[config.mk]
export PLATFORM = sky130hd
export DESIGN_NAME = fetch_ctrl
export DESIGN_NICKNAME = d
export VERILOG_FILES = /design/src/rtl/fetch_ctrl_pkg.sv /design/src/rtl/fetch_ctrl_arb.sv /design/src/rtl/fetch_ctrl.sv
export SDC_FILE = /design/constraint.sdc
export NUM_CORES = 1
export LEC_CHECK = 0
export CAP_MARGIN = 20
export CORE_MARGIN = 5
export CORE_UTILIZATION = 38
export CTS_CLUSTER_SIZE = 20
export DETAILED_ROUTE_END_ITERATION = 10
export PLACE_DENSITY = 0.78
export SLEW_MARGIN = 40
export SYNTH_ARGS = -nofsm -noshare
export SYNTH_HDL_FRONTEND = slang
export SYNTH_SLANG_ARGS = --single-unit
export TNS_END_PERCENT = 100
[constraint.sdc]
create_clock -name clk -period 2.5 [get_ports clk]
set_input_delay 0.375 -clock clk [delete_from_list [all_inputs] [get_ports clk]]
set_output_delay 0.375 -clock clk [all_outputs]
set_load 0.01 [all_outputs]
[src/rtl/fetch_ctrl_pkg.sv]
// rtl/fetch_ctrl_pkg.sv - shared encodings for the fetch sequencing controller
package fetch_ctrl_pkg;

    localparam int DataSize = 32;
    localparam logic [DataSize-1:0] DataBusReset = '0;

    typedef enum logic [1:0] {
        FC_HOLD = 2'd0,
        FC_RUN  = 2'd1,
        FC_MISS = 2'd2
    } fc_state_t;

    localparam logic [1:0] FC_PRI_NONE = 2'd0;
    localparam logic [1:0] FC_PRI_ID   = 2'd1;
    localparam logic [1:0] FC_PRI_EX   = 2'd2;
    localparam logic [1:0] FC_PRI_TRAP = 2'd3;

    // Trap and EX redirects kill the instruction already sitting in ID_EX.
    function automatic logic pri_flushes_id(input logic [1:0] pri);
        return pri >= FC_PRI_EX;
    endfunction

endpackage

[src/rtl/fetch_ctrl_arb.sv]
// rtl/fetch_ctrl_arb.sv - combinational priority select across trap/EX/ID/pending redirects
module redirect_arb
    import fetch_ctrl_pkg::*;
#(
    parameter int XLEN = DataSize
) (
    input  logic            trap_req,
    input  logic [XLEN-1:0] trap_target,
    input  logic            ex_req,
    input  logic [XLEN-1:0] ex_target,
    input  logic            id_req,
    input  logic [XLEN-1:0] id_target,
    input  logic            pend_valid,
    input  logic [1:0]      pend_pri,
    input  logic [XLEN-1:0] pend_target,
    output logic [1:0]      live_pri,
    output logic            sel_valid,
    output logic [1:0]      sel_pri,
    output logic [XLEN-1:0] sel_target
);

    logic [XLEN-1:0] live_target;

    always_comb begin
        live_pri    = FC_PRI_NONE;
        live_target = '0;
        if (trap_req) begin
            live_pri    = FC_PRI_TRAP;
            live_target = trap_target;
        end else if (ex_req) begin
            live_pri    = FC_PRI_EX;
            live_target = ex_target;
        end else if (id_req) begin
            live_pri    = FC_PRI_ID;
            live_target = id_target;
        end
    end

    // A live redirect wins ties against the pending one.
    always_comb begin
        sel_valid  = 1'b0;
        sel_pri    = FC_PRI_NONE;
        sel_target = '0;
        if (live_pri != FC_PRI_NONE && (!pend_valid || live_pri >= pend_pri)) begin
            sel_valid  = 1'b1;
            sel_pri    = live_pri;
            sel_target = live_target;
        end else if (pend_valid) begin
            sel_valid  = 1'b1;
            sel_pri    = pend_pri;
            sel_target = pend_target;
        end
    end

endmodule

[src/rtl/fetch_ctrl.sv]
// rtl/fetch_ctrl.sv - decides each cycle whether the PC holds, steps or redirects
module fetch_ctrl
    import fetch_ctrl_pkg::*;
#(
    parameter int XLEN       = DataSize,
    parameter int RESET_HOLD = 2
) (
    input  logic            clk,
    input  logic            resetIn,
    input  logic            hazardStall,
    input  logic            icacheMiss,
    input  logic            trapReq,
    input  logic [XLEN-1:0] trapVector,
    input  logic            exRedirect,
    input  logic [XLEN-1:0] exTarget,
    input  logic            idJump,
    input  logic [XLEN-1:0] idTarget,
    output logic            pcEnable,
    output logic            pcSelect,
    output logic [XLEN-1:0] pcJumpAddr,
    output logic            flushIF,
    output logic            flushID,
    output logic [1:0]      fsmState
);

    localparam logic [3:0] HOLD_LAST = 4'(RESET_HOLD - 1);

    fc_state_t       state;
    logic [3:0]      hold_cnt;
    logic            pend_valid;
    logic [1:0]      pend_pri;
    logic [XLEN-1:0] pend_target;

    logic [1:0]      live_pri;
    logic            sel_valid;
    logic [1:0]      sel_pri;
    logic [XLEN-1:0] sel_target;

    // A stalled JAL re-presents once the stall lifts, so it is not a redirect now.
    redirect_arb #(.XLEN(XLEN)) u_arb (
        .trap_req    (trapReq),
        .trap_target (trapVector),
        .ex_req      (exRedirect),
        .ex_target   (exTarget),
        .id_req      (idJump & ~hazardStall),
        .id_target   (idTarget),
        .pend_valid  (pend_valid),
        .pend_pri    (pend_pri),
        .pend_target (pend_target),
        .live_pri    (live_pri),
        .sel_valid   (sel_valid),
        .sel_pri     (sel_pri),
        .sel_target  (sel_target)
    );

    assign fsmState = state;

    always_comb begin
        pcEnable   = 1'b0;
        pcSelect   = 1'b0;
        pcJumpAddr = XLEN'(DataBusReset);
        flushIF    = 1'b0;
        flushID    = 1'b0;
        if (resetIn || state == FC_HOLD) begin
            flushIF = 1'b1;
            flushID = 1'b1;
        end else if (state == FC_RUN) begin
            if (sel_valid) begin
                pcEnable   = 1'b1;
                pcSelect   = 1'b1;
                pcJumpAddr = sel_target;
                flushIF    = 1'b1;
                flushID    = pri_flushes_id(sel_pri);
            end else if (!hazardStall && icacheMiss) begin
                flushIF = 1'b1;
            end else if (!hazardStall) begin
                pcEnable = 1'b1;
            end
        end else if (state == FC_MISS) begin
            if (icacheMiss) begin
                flushIF = 1'b1;
                flushID = pri_flushes_id(live_pri);
            end else if (sel_valid) begin
                pcEnable   = 1'b1;
                pcSelect   = 1'b1;
                pcJumpAddr = sel_target;
                flushIF    = 1'b1;
                flushID    = pri_flushes_id(sel_pri);
            end else begin
                pcEnable = 1'b1;
            end
        end else begin
            flushIF = 1'b1;
            flushID = 1'b1;
        end
    end

    always_ff @(posedge clk) begin
        if (resetIn) begin
            state       <= FC_HOLD;
            hold_cnt    <= '0;
            pend_valid  <= 1'b0;
            pend_pri    <= FC_PRI_NONE;
            pend_target <= XLEN'(DataBusReset);
        end else begin
            case (state)
                FC_HOLD: begin
                    if (hold_cnt == HOLD_LAST) begin
                        state <= FC_RUN;
                    end else begin
                        hold_cnt <= hold_cnt + 4'd1;
                    end
                end
                FC_RUN: begin
                    if (!sel_valid && !hazardStall && icacheMiss) begin
                        state <= FC_MISS;
                    end
                end
                FC_MISS: begin
                    if (icacheMiss) begin
                        // sel_* already resolves live-vs-pending, so latching it keeps the winner.
                        if (sel_valid) begin
                            pend_valid  <= 1'b1;
                            pend_pri    <= sel_pri;
                            pend_target <= sel_target;
                        end
                    end else begin
                        state      <= FC_RUN;
                        pend_valid <= 1'b0;
                        pend_pri   <= FC_PRI_NONE;
                    end
                end
                default: begin
                    state    <= FC_HOLD;
                    hold_cnt <= '0;
                end
            endcase
        end
    end

endmodule

==> metrics.md, run 1 <==
| Metric | Value |
|---|---|
| Run status | `complete, but fails checks` |
| Failing checks | `negative setup slack` |
| Filler Cells Inserted | `502` |
| Actual slew at the worst max-slew pin | `0.431 ns` |
| Total number of cells along the worst setup path | `14` |
| Hold/Removal Path Class | `register to register` |
| Port buffer count | `140` |
| Height of the die | `98.7 um` |
| Share of Yosys cell area claimed by the top area cell type | `27.5%` |
| Cell Chain, Critical Path | `buf_6 -> nand2b_4 -> nor2_4 -> nor2_4 -> ha_4 -> nand2b_4 -> a211oi_4 -> buf_4 -> nor2_4 -> buf_6 -> buf_12 -> o211ai_1 -> a21oi_2 -> buf_2` |
| Number of clock sinks seen by CTS | `41` |
| Number of iterations in the first detailed-routing pass | `5` |
| Placer congestion estimate | `0.869` |
| Routed len/inst | `17.1 um` |
| Antenna diode count | `0` |
| Pin count of the biggest net entering global routing | `35` |
| # Max-Cap Violations | `0` |
| Worst EP required | `2.12 ns` |
| Clock Skew | `0.0128 ns` |
| Classification of the worst setup path | `input port to output port` |
| Crit path max-delay family | `buffers and inverters` |
| Leading cell type by number of instances after synthesis | `sky130_fd_sc_hd__nand2_1` |
| Detailed router's first-iteration violation count | `142` |
| Synth async-reset ratio | `0%` |
| Depth of the most critical reg-to-reg path | `17` |
| Count of final max-slew check failures | `0` |
| Dominant cells by area after synthesis | `sky130_fd_sc_hd__dfxtp_1 27%, sky130_fd_sc_hd__nand2_1 13%, sky130_fd_sc_hd__o2bb2ai_1 9.4%` |
| Number of rows in the core area | `32` |
| DRC | `0` |
| Most common library cells after synthesis | `101 x sky130_fd_sc_hd__nand2_1, 41 x sky130_fd_sc_hd__dfxtp_1, 40 x sky130_fd_sc_hd__a21oi_1` |
| Drt via density | `5.34` |
| Normalized max-slew margin | `71.2%` |
| Hold depth | `1` |
| Clock root cell | `sky130_fd_sc_hd__clkbuf_8` |
| Initial core utilization | `38.9%` |
| Static Leakage | `2.46 nW` |
| Post-DRT Antenna Nets | `0` |
| Post-layout minimum cycle time | `2.75 ns` |
| Cell area power density | `364 nW/um^2` |
| Critical path capture point type | `output port` |
| Slowest CP cell | `sky130_fd_sc_hd__a211oi_4` |
| Predominant post-synthesis flop cell | `sky130_fd_sc_hd__dfxtp_1` |
| Average size of a mapped cell | `7.15 sq um` |
| Die outline area | `9740 sq um` |
| Placed Cells | `687` |
| Cell count after synthesis | `418` |
| Count of boundary I/O pins | `141` |
| Arr. time, crit path | `2.38 ns` |
| Maximum buffer depth of the clock tree | `2` |
| Routed via count | `4174` |
| Antenna violations before repair | `0` |
| Non-Filler Instances | `782` |
| Total grt overflow | `0` |
| Post-synthesis net count | `529` |
| Upper clock frequency limit | `0.363 GHz` |
| Unrepaired setup endpoints after global routing | `true` |
| Post-synthesis sequential area ratio | `27.5%` |
| Startpoint kind of the worst setup timing path | `input port` |
| Placement-stage worst setup slack | `-0.877 ns` |
| Area growth, synth to finish | `102%` |
| Clock buffer count from CTS | `5` |
| H-tree Lvls | `2` |
| Most numerous cell on the critical path | `sky130_fd_sc_hd__nor2_4` |
| Number of synthesized flops with an enable pin | `0` |
| Global-route wire length before repair | `20600 um` |
| Setup ws final | `-0.254 ns` |
| Clock input transition at the sequential cells of the worst setup and hold paths | `0.07 ns` |
| Tcrit/Tclk final | `110%` |
| Share of layout cells above drive strength 1 | `37.6%` |
| Clock latency on the worst-skew pair | `0.30 ns` |
| TritonCTS clock tree | `done` |
| Worst hold margin | `0.464 ns` |
| Worst Path Max Fanout | `5` |
| Count of unique library cells instantiated by Yosys | `44` |
| Via count of the first global-routing pass | `4379` |
| Synth area leader | `sky130_fd_sc_hd__dfxtp_1` |
| Slowest Stage Delay on Critical Path | `0.26 ns` |
| Total setup violations reported at the end of the flow | `37` |
| Post-detailed-routing wire length | `13400 um` |
| Flip-flop and latch count after synthesis | `41` |
| Ys Warns | `0` |
| Hold Vio Cnt, Final | `0` |
| Nets | `791` |
| Die Span X | `98.7 um` |
| Synth Cell Area | `2990 sq um` |
| Overall power of the completed layout | `0.00220 W` |
| Buffer and inverter count on the worst path | `5` |
| Sum of net half-perimeters after detailed placement | `7980 um` |
| Area of the core | `7690 sq um` |
| Peak supply drop | `0.277 mV` |
| GRT Resource Usage Total | `25.8%` |
==> where the power goes <==
part / internal (W) / total, W / switching, W
logic: 0.000628 / 0.00106 / 0.000433
registers: 0.000678 / 0.000700 / 0.0000225
clock network: 0.000219 / 0.000441 / 0.000222
total: 0.00153 / 0.00220 / 0.000677
==> per-stage QoR <==
step | instance area [sq um] | setup TNS (ns) | util, %
5_1_grt | 6040 | -6.37 | 78.6
4_1_cts | 5980 | -4.80 | 77.8
3_3_place_gp | 5020 | -38.29 | 65.3
3_5_place_dp | 5020 | -43.51 | 65.3
6_report | 6040 | -4.52 | 78.6
2_1_floorplan | 3130 | 0 | -
==> cell type report <==
type	instances	area, sq um	area share, %
timing repair buffer	292	2720	44.9
clock buffer	7	86.3	1.43
multi-input combinational	330	2250	37.3
sequential	41	822	13.6
inverter	10	37.5	0.621
tap	102	128	2.11
==> registers in the layout, indices dropped and copies added (netlist names) <==
| register | count |
|---|---|
| pend_target | 32 |
| hold_cnt | 4 |
| fsmState | 2 |
| pend_pri | 2 |
| pend_valid | 1 |
==> worst paths after layout <==
kind / slack [ns] / from / endpoint
setup reg to reg: -0.10 / pend_pri[0]$_SDFFE_PP0P_ / pend_target[9]$_SDFFE_PP0P_
hold reg to reg: 0.46 / pend_target[31]$_SDFFE_PP0P_ / pend_target[31]$_SDFFE_PP0P_
hold / removal: 0.46 / pend_target[31]$_SDFFE_PP0P_ / pend_target[31]$_SDFFE_PP0P_
setup / recovery: -0.25 / hazardStall / pcJumpAddr[5]
==> cells in the final DEF (no fill, tap or decap), types with 3 or more instances in the layout <==
cell                              netlist  routed
sky130_fd_sc_hd__clkdlybuf4s50_1        0     102
sky130_fd_sc_hd__nand2_1              101     101
sky130_fd_sc_hd__buf_4                  3      87
sky130_fd_sc_hd__buf_6                  2      54
sky130_fd_sc_hd__dfxtp_1               41      40
sky130_fd_sc_hd__buf_2                 21      36
sky130_fd_sc_hd__o21ai_0               34      33
sky130_fd_sc_hd__nand2b_1              34      33
sky130_fd_sc_hd__o211ai_1              32      32
sky130_fd_sc_hd__a21oi_2                0      30
sky130_fd_sc_hd__o2bb2ai_1             32      23
sky130_fd_sc_hd__nor2_1                15      13
sky130_fd_sc_hd__inv_1                 10      10
sky130_fd_sc_hd__a21oi_1               40      10
sky130_fd_sc_hd__buf_12                 0       7
sky130_fd_sc_hd__ha_1                   8       6
sky130_fd_sc_hd__clkbuf_8               0       6
sky130_fd_sc_hd__o2bb2ai_2              0       5
sky130_fd_sc_hd__o2bb2ai_4              0       4
sky130_fd_sc_hd__nor2_4                 1       3
sky130_fd_sc_hd__clkbuf_16              0       3
==> logic make-up (layout without fill, tap and decap cells) <==
| logic type | Yosys count | count (layout) | synth area share [%] |
|---|---|---|---|
| fa+ha+maj | 8 | 8 | 3.35 |
| simple gates | 168 | 168 | 26.2 |
| compound gates | 154 | 154 | 35.4 |
| buf+inv | 47 | 309 | 7.66 |
| flops | 41 | 41 | 27.5 |
==> worst reg2reg max path, stage by stage (launching register included) <==
cell and delay (ns):
sky130_fd_sc_hd__dfxtp_1 0.42, sky130_fd_sc_hd__ha_4 0.24, sky130_fd_sc_hd__nand2b_4 0.15, sky130_fd_sc_hd__a211oi_4 0.26, sky130_fd_sc_hd__buf_4 0.17, sky130_fd_sc_hd__nor2_4 0.05, sky130_fd_sc_hd__buf_6 0.13, sky130_fd_sc_hd__buf_12 0.12
sky130_fd_sc_hd__o211ai_1 0.14, sky130_fd_sc_hd__buf_4 0.17, sky130_fd_sc_hd__buf_6 0.08, sky130_fd_sc_hd__buf_6 0.08, sky130_fd_sc_hd__buf_6 0.08, sky130_fd_sc_hd__buf_6 0.08, sky130_fd_sc_hd__buf_6 0.08, sky130_fd_sc_hd__buf_6 0.08
sky130_fd_sc_hd__buf_6 0.08, sky130_fd_sc_hd__o2bb2ai_4 0.05
==> metal layers <==
metal,share of wire (%),vias up,global-route usage (%)
li1,-,1987,-
met1,39,1972,27.9
met2,53,172,48.4
met3,5.0,43,3.82
met4,3.7,0,12.7
met5,0,-,0
==> repair_timing <==
| item | in CTS | in global routing |
|---|---|---|
| gates cloned | 1 | 3 |
| gates resized for setup | 214 | 31 |
| hold buffers | 0 | 0 |
| setup buffers | 97 | 13 |
| hold endpoints to repair | 0 | 0 |
| endpoints found under the setup margin | 66 | 67 |
| pin swaps | 49 | 61 |
Power figures use the tool's default switching activity.
==> inputs of run 2 (changes only) <==
Clock period 2.5 ns to 2.35 ns, I/O delays scaled along.
==> metrics.md, run 2 (synthesis gave the netlist of run 1 again) <==
| Metric | Value |
|---|---|
| Arr. time, crit path | `2.27 ns` |
| Detailed router's first-iteration violation count | `116` |
| Hold/Removal Path Class | `register to register` |
| H-tree Lvls | `2` |
| Most common cell after layout, fill and taps aside | `sky130_fd_sc_hd__buf_4` |
| Port buffer count | `140` |
| Sequential standard cell area | `821 sq um` |
| Via count of the first global-routing pass | `4152` |
| Regs by FF count | `pend_target (32), hold_cnt (4)` |
| Cell area power density | `379 nW/um^2` |
| Share of layout cells above drive strength 1 | `40.3%` |
| Run status | `complete, but fails checks` |
| Total grt overflow | `0` |
| Clock latency on the worst-skew pair | `0.29 ns` |
| Height of the die | `98.7 um` |
| Setup ws final | `-0.277 ns` |
| # Max-Cap Violations | `0` |
| Placer congestion estimate | `0.857` |
| Number of iterations in the first detailed-routing pass | `6` |
| Failing checks | `negative setup slack` |
| Critical path capture point type | `output port` |
| Initial core utilization | `38.9%` |
| Pin count of the biggest net entering global routing | `41` |
| Maximum buffer depth of the clock tree | `2` |
| Actual slew at the worst max-slew pin | `0.382 ns` |
| Area growth, synth to finish | `97.0%` |
| Upper clock frequency limit | `0.381 GHz` |
| Hold Vio Cnt, Final | `0` |
| Global-route wire length before repair | `19300 um` |
| Max FFs per register | `32` |
| Drt via density | `5.20` |
| Die Span X | `98.7 um` |
| Filler Cells Inserted | `527` |
| TritonCTS clock tree | `done` |
| Routed len/inst | `16.1 um` |
| Overall power of the completed layout | `0.00223 W` |
| Count of final max-slew check failures | `0` |
| Post-layout minimum cycle time | `2.63 ns` |
| Placement-stage worst setup slack | `-0.932 ns` |
| GRT Resource Usage Total | `23.8%` |
| Normalized max-slew margin | `74.5%` |
| Routed via count | `4006` |
| Classification of the worst setup path | `input port to output port` |
| Static Leakage | `2.71 nW` |
| Nets | `779` |
| Clock input transition at the sequential cells of the worst setup and hold paths | `0.08 ns` |
| Unrepaired setup endpoints after global routing | `true` |
| Count of boundary I/O pins | `141` |
| Area of the core | `7690 sq um` |
| Register ranked first by flip-flop count | `pend_target` |
| Post-DRT Antenna Nets | `0` |
| Placed Cells | `688` |
| Number of rows in the core area | `32` |
| Tcrit/Tclk final | `112%` |
| Die outline area | `9740 sq um` |
| Total setup violations reported at the end of the flow | `38` |
| Worst Path Max Fanout | `5` |
| Worst EP required | `2.00 ns` |
| Commonest non-fill, non-tap cells in the layout | `125 x sky130_fd_sc_hd__buf_4, 100 x sky130_fd_sc_hd__clkdlybuf4s50_1, 72 x sky130_fd_sc_hd__nand2_1, 41 x sky130_fd_sc_hd__dfxtp_1, 35 x sky130_fd_sc_hd__buf_2` |
| Total area of multi-input combinational cells | `2360 sq um` |
| Number of clock sinks seen by CTS | `41` |
| Sum of net half-perimeters after detailed placement | `7760 um` |
| DRC | `0` |
| Post-detailed-routing wire length | `12400 um` |
| Peak supply drop | `0.421 mV` |
| Hold buffers post-CTS | `0` |
| Clock Skew | `0.00413 ns` |
| Clock buffer count from CTS | `5` |
| Non-Filler Instances | `770` |
| Clock root cell | `sky130_fd_sc_hd__clkbuf_8` |
| Startpoint kind of the worst setup timing path | `input port` |
| Antenna diode count | `0` |
| Antenna violations before repair | `0` |
## run 2: cell count changes in the layout (fill, tap and decap cells not counted), moves of 2 or more
cell,change
sky130_fd_sc_hd__clkdlybuf4s50_1,-2
sky130_fd_sc_hd__clkbuf_16,-2
sky130_fd_sc_hd__nand2_4,+23
sky130_fd_sc_hd__buf_4,+38
sky130_fd_sc_hd__buf_16,+3
sky130_fd_sc_hd__nand2_2,+6
sky130_fd_sc_hd__buf_6,-49
sky130_fd_sc_hd__o2bb2ai_1,+6
sky130_fd_sc_hd__nand2_1,-29
sky130_fd_sc_hd__o2bb2ai_2,-2
sky130_fd_sc_hd__o2bb2ai_4,-4
## run 2: metal layers
layer / vias to the layer above / routed length [um] / global-route usage [%]
li1: 1973 / - / -
met1: 1874 / 4860 / 26.2
met2: 128 / 6600 / 46.0
met3: 31 / 591 / 3.89
met4: 0 / 324 / 7.67
met5: - / 0 / 0
## run 2: area by class of cell
cell class                 count  share of cell area (%)
inverter                      10                   0.637
clock buffer                   7                    1.47
timing repair buffer         280                    41.8
multi-input combinational    330                    40.0
tap                          102                    2.17
sequential                    41                    13.9
## run 2: where the power goes
part	switching (W)	leakage, nW	internal, W
combinational	0.000424	2.34	0.000593
sequential	0.0000264	0.331	0.000721
clock	0.000237	0.0443	0.000233
## run 2: timing repair
action                                  CTS  global route
endpoints found under the setup margin   67            67
hold endpoints to repair                  0             0
resized for setup                       182            45
pin swaps                                47            63
cloned                                    3             1
setup buffers                            79             9
## run 2: path summary, 6_finish.rpt
check	from	end	slack [ns]	cells after the start
max reg2reg	pend_pri[0]$_SDFFE_PP0P_	pend_target[5]$_SDFFE_PP0P_	-0.14	15
min reg2reg	pend_target[0]$_SDFFE_PP0P_	pend_target[0]$_SDFFE_PP0P_	0.48	1
max	hazardStall	pcJumpAddr[30]	-0.28	15
min	pend_target[0]$_SDFFE_PP0P_	pend_target[0]$_SDFFE_PP0P_	0.48	1
## run 2: critical path, cell delays in order
cell and delay (ns):
sky130_fd_sc_hd__buf_6 0.09, sky130_fd_sc_hd__nand2b_4 0.14, sky130_fd_sc_hd__nor2_4 0.10, sky130_fd_sc_hd__nor2_4 0.05
sky130_fd_sc_hd__ha_4 0.20, sky130_fd_sc_hd__nand2b_4 0.15, sky130_fd_sc_hd__a211oi_4 0.21, sky130_fd_sc_hd__buf_4 0.16
sky130_fd_sc_hd__nor2_4 0.04, sky130_fd_sc_hd__buf_8 0.16, sky130_fd_sc_hd__buf_12 0.14, sky130_fd_sc_hd__o211ai_1 0.13
sky130_fd_sc_hd__buf_4 0.17, sky130_fd_sc_hd__a21oi_2 0.04, sky130_fd_sc_hd__buf_2 0.13
## run 2: stage by stage
stage	hold slack, ns	cell area [sq um]	TNS, ns	utilization (%)
3_5_place_dp	0.446	5040	-42.77	65.5
3_3_place_gp	0.444	5040	-40.62	65.5
5_1_grt	0.492	5890	-10.16	76.6
2_1_floorplan	0.432	3150	0	-
4_1_cts	0.470	5670	-7.40	73.8
6_report	0.478	5890	-7.45	76.6
==> inputs of run 3 (changes only) <==
Settings changed: ABC_AREA from default to 0, CELL_PAD_IN_SITES_DETAIL_PLACEMENT from default to 0, CELL_PAD_IN_SITES_GLOBAL_PLACEMENT from default to 1, CORE_UTILIZATION 38 to 26, PLACE_DENSITY 0.78 to default, PLACE_DENSITY_LB_ADDON from default to 0.1.
==> metrics.md, run 3 (synthesis gave the netlist of run 1 again) <==
| Metric | Value |
|---|---|
| Initial core utilization | `26.4%` |
| Routed via count | `3798` |
| Count of boundary I/O pins | `141` |
| TritonCTS clock tree | `done` |
| Part of the total power dissipated in sequential elements | `30.6%` |
| Hold Vio Cnt, Final | `0` |
| Minimum setup slack among reg-to-reg paths | `-0.10 ns` |
| Clock input transition at the sequential cells of the worst setup and hold paths | `0.06 ns` |
| NetSw | `0.000724 W` |
| Detailed router's first-iteration violation count | `101` |
| Hold buffers post-CTS | `0` |
| Unrepaired setup endpoints after global routing | `true` |
| Placer congestion estimate | `0.791` |
| Cell area power density | `397 nW/um^2` |
| Post-Layout Inst Area | `6160 sq um` |
| # Max-Cap Violations | `0` |
| H-tree Lvls | `2` |
| Maximum buffer depth of the clock tree | `2` |
| Clock latency on the worst-skew pair | `0.28 ns` |
| Commonest non-fill, non-tap cells in the layout | `104 x sky130_fd_sc_hd__buf_4, 100 x sky130_fd_sc_hd__clkdlybuf4s50_1, 85 x sky130_fd_sc_hd__nand2_1, 39 x sky130_fd_sc_hd__dfxtp_1, 36 x sky130_fd_sc_hd__buf_2` |
| Arr. time, crit path | `2.26 ns` |
| Post-detailed-routing wire length | `12400 um` |
| P_int | `0.00172 W` |
| Total setup violations reported at the end of the flow | `43` |
| Static Leakage | `2.61 nW` |
| Number of iterations in the first detailed-routing pass | `5` |
| Post-DRT Antenna Nets | `0` |
| Clock buffer count from CTS | `5` |
| Worst EP required | `2.00 ns` |
| Hold/Removal Path Class | `register to register` |
| Drt via density | `4.67` |
| Routed len/inst | `15.2 um` |
| Buffer and inverter count on the worst path | `6` |
| Peak supply drop | `0.356 mV` |
| Sum of net half-perimeters after detailed placement | `8090 um` |
| Nets | `781` |
| Number of rows in the core area | `39` |
| Run status | `complete, but fails checks` |
| Die Span X | `117 um` |
| Via count of the first global-routing pass | `3750` |
| Clock root cell | `sky130_fd_sc_hd__clkbuf_16` |
| Proportion of power drawn by the clock network | `27.1%` |
| R2r startpoint | `pend_pri[0]$_SDFFE_PP0P_` |
| Classification of the worst setup path | `input port to output port` |
| Global-route wire length before repair | `18200 um` |
| Area growth, synth to finish | `106%` |
| Comb pwr share | `42.3%` |
| Antenna violations before repair | `0` |
| Share of layout cells above drive strength 1 | `40.5%` |
| Area of the core | `11300 sq um` |
| Antenna diode count | `0` |
| Post-layout minimum cycle time | `2.61 ns` |
| Sw frac | `29.6%` |
| Port buffer count | `140` |
| Worst Path Max Fanout | `5` |
| Total number of cells along the worst setup path | `15` |
| Filler Cells Inserted | `1081` |
| Die outline area | `13700 sq um` |
| Cell Chain, Critical Path | `buf_6 -> nand2b_4 -> nor2_4 -> nor2_4 -> ha_4 -> nand2b_4 -> a211oi_4 -> buf_4 -> nor2_4 -> buf_6 -> buf_6 -> o211ai_1 -> buf_4 -> a21oi_2 -> buf_2` |
| Number of clock sinks seen by CTS | `41` |
| Regs by FF count | `pend_target (32), hold_cnt (4)` |
| Upper clock frequency limit | `0.383 GHz` |
| Startpoint kind of the worst setup timing path | `input port` |
| Max FFs per register | `32` |
| Pin count of the biggest net entering global routing | `65` |
| Critical Path Sink | `pcJumpAddr[11]` |
| Count of final max-slew check failures | `0` |
| Slowest CP cell | `sky130_fd_sc_hd__ha_4` |
| Timing startpoint of the critical path | `hazardStall` |
| Worst hold margin | `0.465 ns` |
| Depth of the most critical reg-to-reg path | `16` |
| Launch instance of the worst min-delay path | `pend_target[15]$_SDFFE_PP0P_` |
| Endpoint of the worst-slack reg-to-reg timing path | `pend_target[11]$_SDFFE_PP0P_` |
| DRC | `0` |
| Slowest Stage Delay on Critical Path | `0.25 ns` |
| Placement Cell Area | `5100 sq um` |
| Total grt overflow | `0` |
| Register ranked first by flip-flop count | `pend_target` |
| Clock Skew | `0.00569 ns` |
| Failing checks | `negative setup slack` |
| Tcrit/Tclk final | `111%` |
| Height of the die | `117 um` |
| GRT Resource Usage Total | `16.4%` |
| Actual slew at the worst max-slew pin | `0.628 ns` |
| Setup ws final | `-0.263 ns` |
| Critical path capture point type | `output port` |
| Crit path max-delay family | `buffers and inverters` |
| Most common cell after layout, fill and taps aside | `sky130_fd_sc_hd__buf_4` |
| Normalized max-slew margin | `58.1%` |
run 3: metal layers:
layer  wire length, um  vias up  share of wire [%]  GRT usage, %
met5                 0        -                  0             0
met4                63        0               0.51          3.13
met3               625        5                5.0          3.08
met2              6240       81                 50          29.2
met1              5470     1740                 44          20.7
li1                  -     1972                  -             -
run 3: repair_timing:
item / in CTS / in global routing
pin swaps: 39 / 40
endpoints found under the setup margin: 69 / 64
setup buffers: 81 / 16
gates cloned: 2 / 8
resized for setup: 189 / 34
run 3: power by group through the flow:
stage | sequential [W] | combinational, W | clock, W
after floorplan | 0.000762 | 0.000403 | 0
after global placement | 0.000758 | 0.000817 | 0
after detailed placement | 0.000761 | 0.000822 | 0
after CTS | 0.000746 | 0.000960 | 0.000685
after global routing | 0.000753 | 0.00113 | 0.000720
final | 0.000748 | 0.00103 | 0.000662
run 3: how the worst min path moves through the flow:
stage	end	cells after the start
global placement	pend_target[22]$_SDFFE_PP0P_	1
floorplan	pend_target[0]$_SDFFE_PP0P_	1
CTS	pend_target[10]$_SDFFE_PP0P_	1
detailed placement	pend_target[15]$_SDFFE_PP0P_	1
finish	pend_target[15]$_SDFFE_PP0P_	1
global route	pend_target[0]$_SDFFE_PP0P_	1
run 3: through the flow:
step | TNS, ns | instances | setup slack [ns] | util [%] | power [W]
after floorplan | 0 | 418 | 0.00524 | - | 0.00116
after global placement | -47.84 | 731 | -0.934 | 45.1 | 0.00158
after detailed placement | -48.74 | 731 | -0.947 | 45.1 | 0.00158
after CTS | -7.25 | 798 | -0.290 | 51.2 | 0.00239
after global routing | -11.27 | 814 | -0.352 | 54.4 | 0.00260
final | -6.81 | 814 | -0.263 | 54.4 | 0.00244
run 3: final cells by class:
class                   count  area [sq um]  area share (%)
clock inverters             2          10.0           0.162
flip-flops and latches     41           823            13.4
repair buffers            282          2640            42.8
well taps                 143           179            2.90
multi-input cells         330          2340            38.0
inverters                  10          37.5           0.609
clock buffers               6           129            2.09
